$ cat src/rtl/audio_nios_sw_pkg.sv
// Shared constants and types for the slide-switch debounce block.
package audio_nios_sw_pkg;

    localparam int unsigned SW_WIDTH         = 18;
    localparam int unsigned TICK_DIV_DEF     = 50000;
    localparam int unsigned STABLE_TICKS_DEF = 10;
    localparam int unsigned CNT_W            = 4;

    typedef logic [CNT_W-1:0] cnt_t;

endpackage

$ cat src/rtl/audio_nios_sw_debounce_bit.sv
// One switch bit: 2-flop synchronizer, tick-qualified stability counter, output flop.
module audio_nios_sw_debounce_bit
    import audio_nios_sw_pkg::*;
#(
    parameter int unsigned STABLE_TICKS = STABLE_TICKS_DEF
) (
    input  logic clk,
    input  logic reset,
    input  logic i_raw,
    input  logic i_tick,
    output logic o_out,
    output logic o_changed
);

    localparam cnt_t LAST = cnt_t'(STABLE_TICKS - 1);

    logic r_sync1;
    logic r_sync2;
    cnt_t r_cnt;
    logic r_out;
    logic r_changed;

    always_ff @(posedge clk or posedge reset) begin
        if (reset) begin
            r_sync1   <= 1'b0;
            r_sync2   <= 1'b0;
            r_cnt     <= '0;
            r_out     <= 1'b0;
            r_changed <= 1'b0;
        end else begin
            r_sync1   <= i_raw;
            r_sync2   <= r_sync1;
            r_changed <= 1'b0;
            // Any cycle of agreement discards progress: mismatch must be continuous.
            if (r_sync2 == r_out) begin
                r_cnt <= '0;
            end else if (i_tick) begin
                if (r_cnt == LAST) begin
                    r_out     <= ~r_out;
                    r_cnt     <= '0;
                    r_changed <= 1'b1;
                end else begin
                    r_cnt <= r_cnt + cnt_t'(1);
                end
            end
        end
    end

    assign o_out     = r_out;
    assign o_changed = r_changed;

endmodule

$ cat src/rtl/audio_nios_sw_debounce.sv
// Debounces the board slide switches before the switch PIO; shared prescaler plus per-bit filters.
module audio_nios_sw_debounce
    import audio_nios_sw_pkg::*;
#(
    parameter int unsigned WIDTH        = SW_WIDTH,
    parameter int unsigned TICK_DIV     = TICK_DIV_DEF,
    parameter int unsigned STABLE_TICKS = STABLE_TICKS_DEF
) (
    input  logic             clk,
    input  logic             reset,
    input  logic [WIDTH-1:0] sw_raw,
    output logic [WIDTH-1:0] sw_out,
    output logic [WIDTH-1:0] sw_changed,
    output logic             tick
);

    localparam int unsigned PW = (TICK_DIV > 1) ? $clog2(TICK_DIV) : 1;
    localparam logic [PW-1:0] PRESC_LAST = PW'(TICK_DIV - 1);

    logic [PW-1:0] r_presc;
    logic          r_tick;

    always_ff @(posedge clk or posedge reset) begin
        if (reset) begin
            r_presc <= '0;
            r_tick  <= 1'b0;
        end else begin
            r_tick <= (r_presc == PRESC_LAST);
            if (r_presc == PRESC_LAST) begin
                r_presc <= '0;
            end else begin
                r_presc <= r_presc + PW'(1);
            end
        end
    end

    assign tick = r_tick;

    for (genvar g = 0; g < WIDTH; g++) begin : g_bit
        audio_nios_sw_debounce_bit #(
            .STABLE_TICKS(STABLE_TICKS)
        ) u_bit (
            .clk      (clk),
            .reset    (reset),
            .i_raw    (sw_raw[g]),
            .i_tick   (r_tick),
            .o_out    (sw_out[g]),
            .o_changed(sw_changed[g])
        );
    end

endmodule

$ cat config.mk
export PLATFORM = sky130hd
export DESIGN_NAME = audio_nios_sw_debounce
export DESIGN_NICKNAME = d
export VERILOG_FILES = /design/src/rtl/audio_nios_sw_pkg.sv /design/src/rtl/audio_nios_sw_debounce_bit.sv /design/src/rtl/audio_nios_sw_debounce.sv
export SDC_FILE = /design/constraint.sdc
export NUM_CORES = 1
export LEC_CHECK = 0
export BUFFER_PORTS_ARGS = -buffer_cell sky130_fd_sc_hd__buf_2
export CAP_MARGIN = 20
export CORE_MARGIN = 2
export CORE_UTILIZATION = 54
export CTS_CLUSTER_DIAMETER = 50
export DETAILED_ROUTE_END_ITERATION = 16
export PLACE_DENSITY = 0.88
export SYNTH_ARGS = -nofsm -noshare
export SYNTH_HDL_FRONTEND = slang
export SYNTH_HIERARCHICAL = 1
export SYNTH_SLANG_ARGS = --single-unit
$ cat constraint.sdc
create_clock -name clk -period 2.45 [get_ports clk]
set_input_delay 0.3675 -clock clk [delete_from_list [all_inputs] [get_ports clk]]
set_output_delay 0.3675 -clock clk [all_outputs]
set_load 0.1 [all_outputs]
==> run metrics <==
clock latency on the worst-skew pair=0.43 ns; # fillers=916; worst vdd rail ir drop=0.439 mV; mean instance size in the synthesized netlist=11.4 um^2; Final #Nets=707; first-pass GRT wire length=22500 um; final worst-path cycle share=82.6%; data required time at the worst endpoint=2.08 ns; Crit Path Category=reg2out; leading cell type in the layout, fill and taps excluded=dfrtp_1; number of CTS-inserted buffers=17; leakage power total=3.67 nW; number of search-and-repair iterations in the first detailed-routing pass=4; time the final worst path needs with I/O delays and setup=2.02 ns; Ys Warns=6; cell count after synthesis=603; Die Height=117 um; layout cells sized above 1=17.5%; power density over cell area=682 nW/um^2; achievable clock frequency=494 MHz; maximum number of pins on one net before global-route repair=35; average via count per standard cell=5.46; initial antenna violation count=0; Crit. End Element=output port; number of different library cells in the post-synthesis netlist=31; total number of placement rows=41; initial core utilization=54.9%; final number of setup-violating endpoints=0; detailed router's first-iteration violation count=386; max-slew violation count=0; via count of the first global-routing pass=4979; area overhead of the layout relative to synthesis=16.3%; port buffer count=56; Top Ports=57; clock input transition at the sequential cells of the worst setup and hold paths=0.06 ns; FF+latch area=4030 um^2; Final Skew=0.0174 ns; post-CTS sizing=0; maxcap violations=0; Vias=4720; global router's overall resource usage=21.1%; remaining global-route overflow=0; unrepaired setup endpoints after global routing=no; synthesized cell area=6900 um^2; Post-route DRC=0; worst slew pin tran=0.632 ns; Slew HR=57.8%; die width=117 um; antenna violation net count after detailed routing=0; H-tree depth=4; wire length reported by the detailed router=13000 um; Data arrival, critical path=1.66 ns; buffers from clock root to sink, at most=2; combined area of the multi-input logic cells=2790 um^2; number of post-CTS setup repair buffers=0; DPL Wire Length=8890 um; count of antenna diodes in the layout=0; Bufs and invs on worst path=1; max incr delay on CP=0.71 ns; final weighted congestion of routability-driven global placement=0.825; portion of the post-synthesis area used by sequential elements=58.4%; final-layout setup total negative slack=0 ns; Post-Syn Nets=630; CP cell instances=buf_2; number of storage elements in the synthesis netlist=161; top library cells by usage in the layout, fill and taps aside=160 x dfrtp_1, 56 x buf_2, 42 x nor2_1; R2R depth=4; Routed wire per std cell=15.0 um; cell count along the critical path=1; result of the run=complete, no violations; area of the core=12600 um^2; type of element launching the critical path=register; CP Max Fanout=34; die outline area=13700 um^2; crit-path leading delay family=flip-flops; Hold Buf Count CTS=0; Slowest cell on crit path=dfrtp_4; CTS tree=done; worst hold-check path type=in2reg; Total Power Consumption=5.47 mW; root cell of the clock tree=clkbuf_16; Hold Path Depth=1; final hold vios=0; clock tree sinks=161
## worst paths after layout
check | from | to | slack (ns)
worst max register to register | r_presc[4] | r_presc[9] | 0.55
worst min-delay path | sw_raw[4] | g_bit[4].u_bit/r_sync1 | 0.04
min in group asynchronous | reset | g_bit[11].u_bit/r_cnt[3] | 0.11
max in group asynchronous | reset | tick | 1.71
worst max-delay path | tick | tick | 0.43
worst min register to register | g_bit[2].u_bit/r_sync1 | g_bit[2].u_bit/r_sync2 | 0.35
## logic make-up (layout without fill, tap and decap cells)
logic type | count (synthesis) | count (layout) | share of synthesized area [%]
compound gates | 86 | 86 | 7.33
xor+xnor | 60 | 60 | 7.62
fa+ha+maj | 7 | 7 | 1.27
buf+inv | 22 | 112 | 1.20
flops | 161 | 161 | 58.4
mux | 19 | 19 | 3.08
simple gates | 248 | 248 | 21.1
## where the power goes
group,switching (mW),internal (mW)
Clock,1.05,1.61
Sequential,0.0144,2.69
Combinational,0.0839,0.0225
Total,1.15,4.32
## stage by stage
step	setup slack [ns]	utilization, %	area (um^2)	cells	hold WS, ns
6_report	0.426	63.8	8020	865	0.0394
5_1_grt	0.356	63.8	8020	865	0.0267
4_1_cts	0.395	63.8	8020	865	0.0277
3_5_place_dp	0.575	59.1	7420	833	0.336
3_3_place_gp	0.616	59.1	7420	833	0.332
2_1_floorplan	0.192	-	6900	603	0.183
## final cells by class
class                           instances  area share [%]
Sequential cell                       161            50.3
Timing Repair Buffer                   58            3.84
Clock buffer                           20            5.45
Inverter                               22            1.03
Clock inverter                         12            1.98
Multi-Input combinational cell        420            34.7
Tap cell                              172            2.68
## synth_stat cells
cell	count	area, um^2
nand3b_1	9	67.6
and4_1	1	8.76
o21ai_1	1	5.00
nand2_1	29	109
and4b_1	18	180
nand4_1	6	37.5
or4b_4	1	13.8
a21boi_0	3	22.5
dfrtp_1	161	4030
ha_1	7	87.6
o21ai_0	36	180
nand2_2	15	93.8
nor2b_1	31	194
nand3_1	18	90.1
nor3_1	15	75.1
nand2b_1	22	138
a211o_1	3	26.3
nand4b_1	3	26.3
a21oi_2	15	131
nor2_1	42	158
mux2_1	18	203
nor4_1	18	113
xnor2_1	38	333
mux2i_1	1	10.0
or4bb_1	2	22.5
xor2_1	22	193
inv_1	22	82.6
or3_1	16	100
nor4_4	1	21.3
a21oi_1	28	140
or2_2	1	6.26
## flip-flops by register name (all words and copies together), names as in the netlist
register and count:
g_bit.u_bit/o_changed 18, g_bit.u_bit/o_out 18, tick 1, g_bit.u_bit/r_sync2 18, r_presc 16, g_bit.u_bit/r_sync1 18, g_bit.u_bit/r_cnt 72
## layer usage
layer / vias up / share of wire [%] / global-route usage (%)
met4: 0 / 1.9 / 9.10
met5: - / 0 / 0
met3: 19 / 4.1 / 5.30
met1: 2342 / 42 / 24.6
met2: 104 / 52 / 37.0
li1: 2255 / - / -
Note: power is estimated with default switching activity, not from simulation.
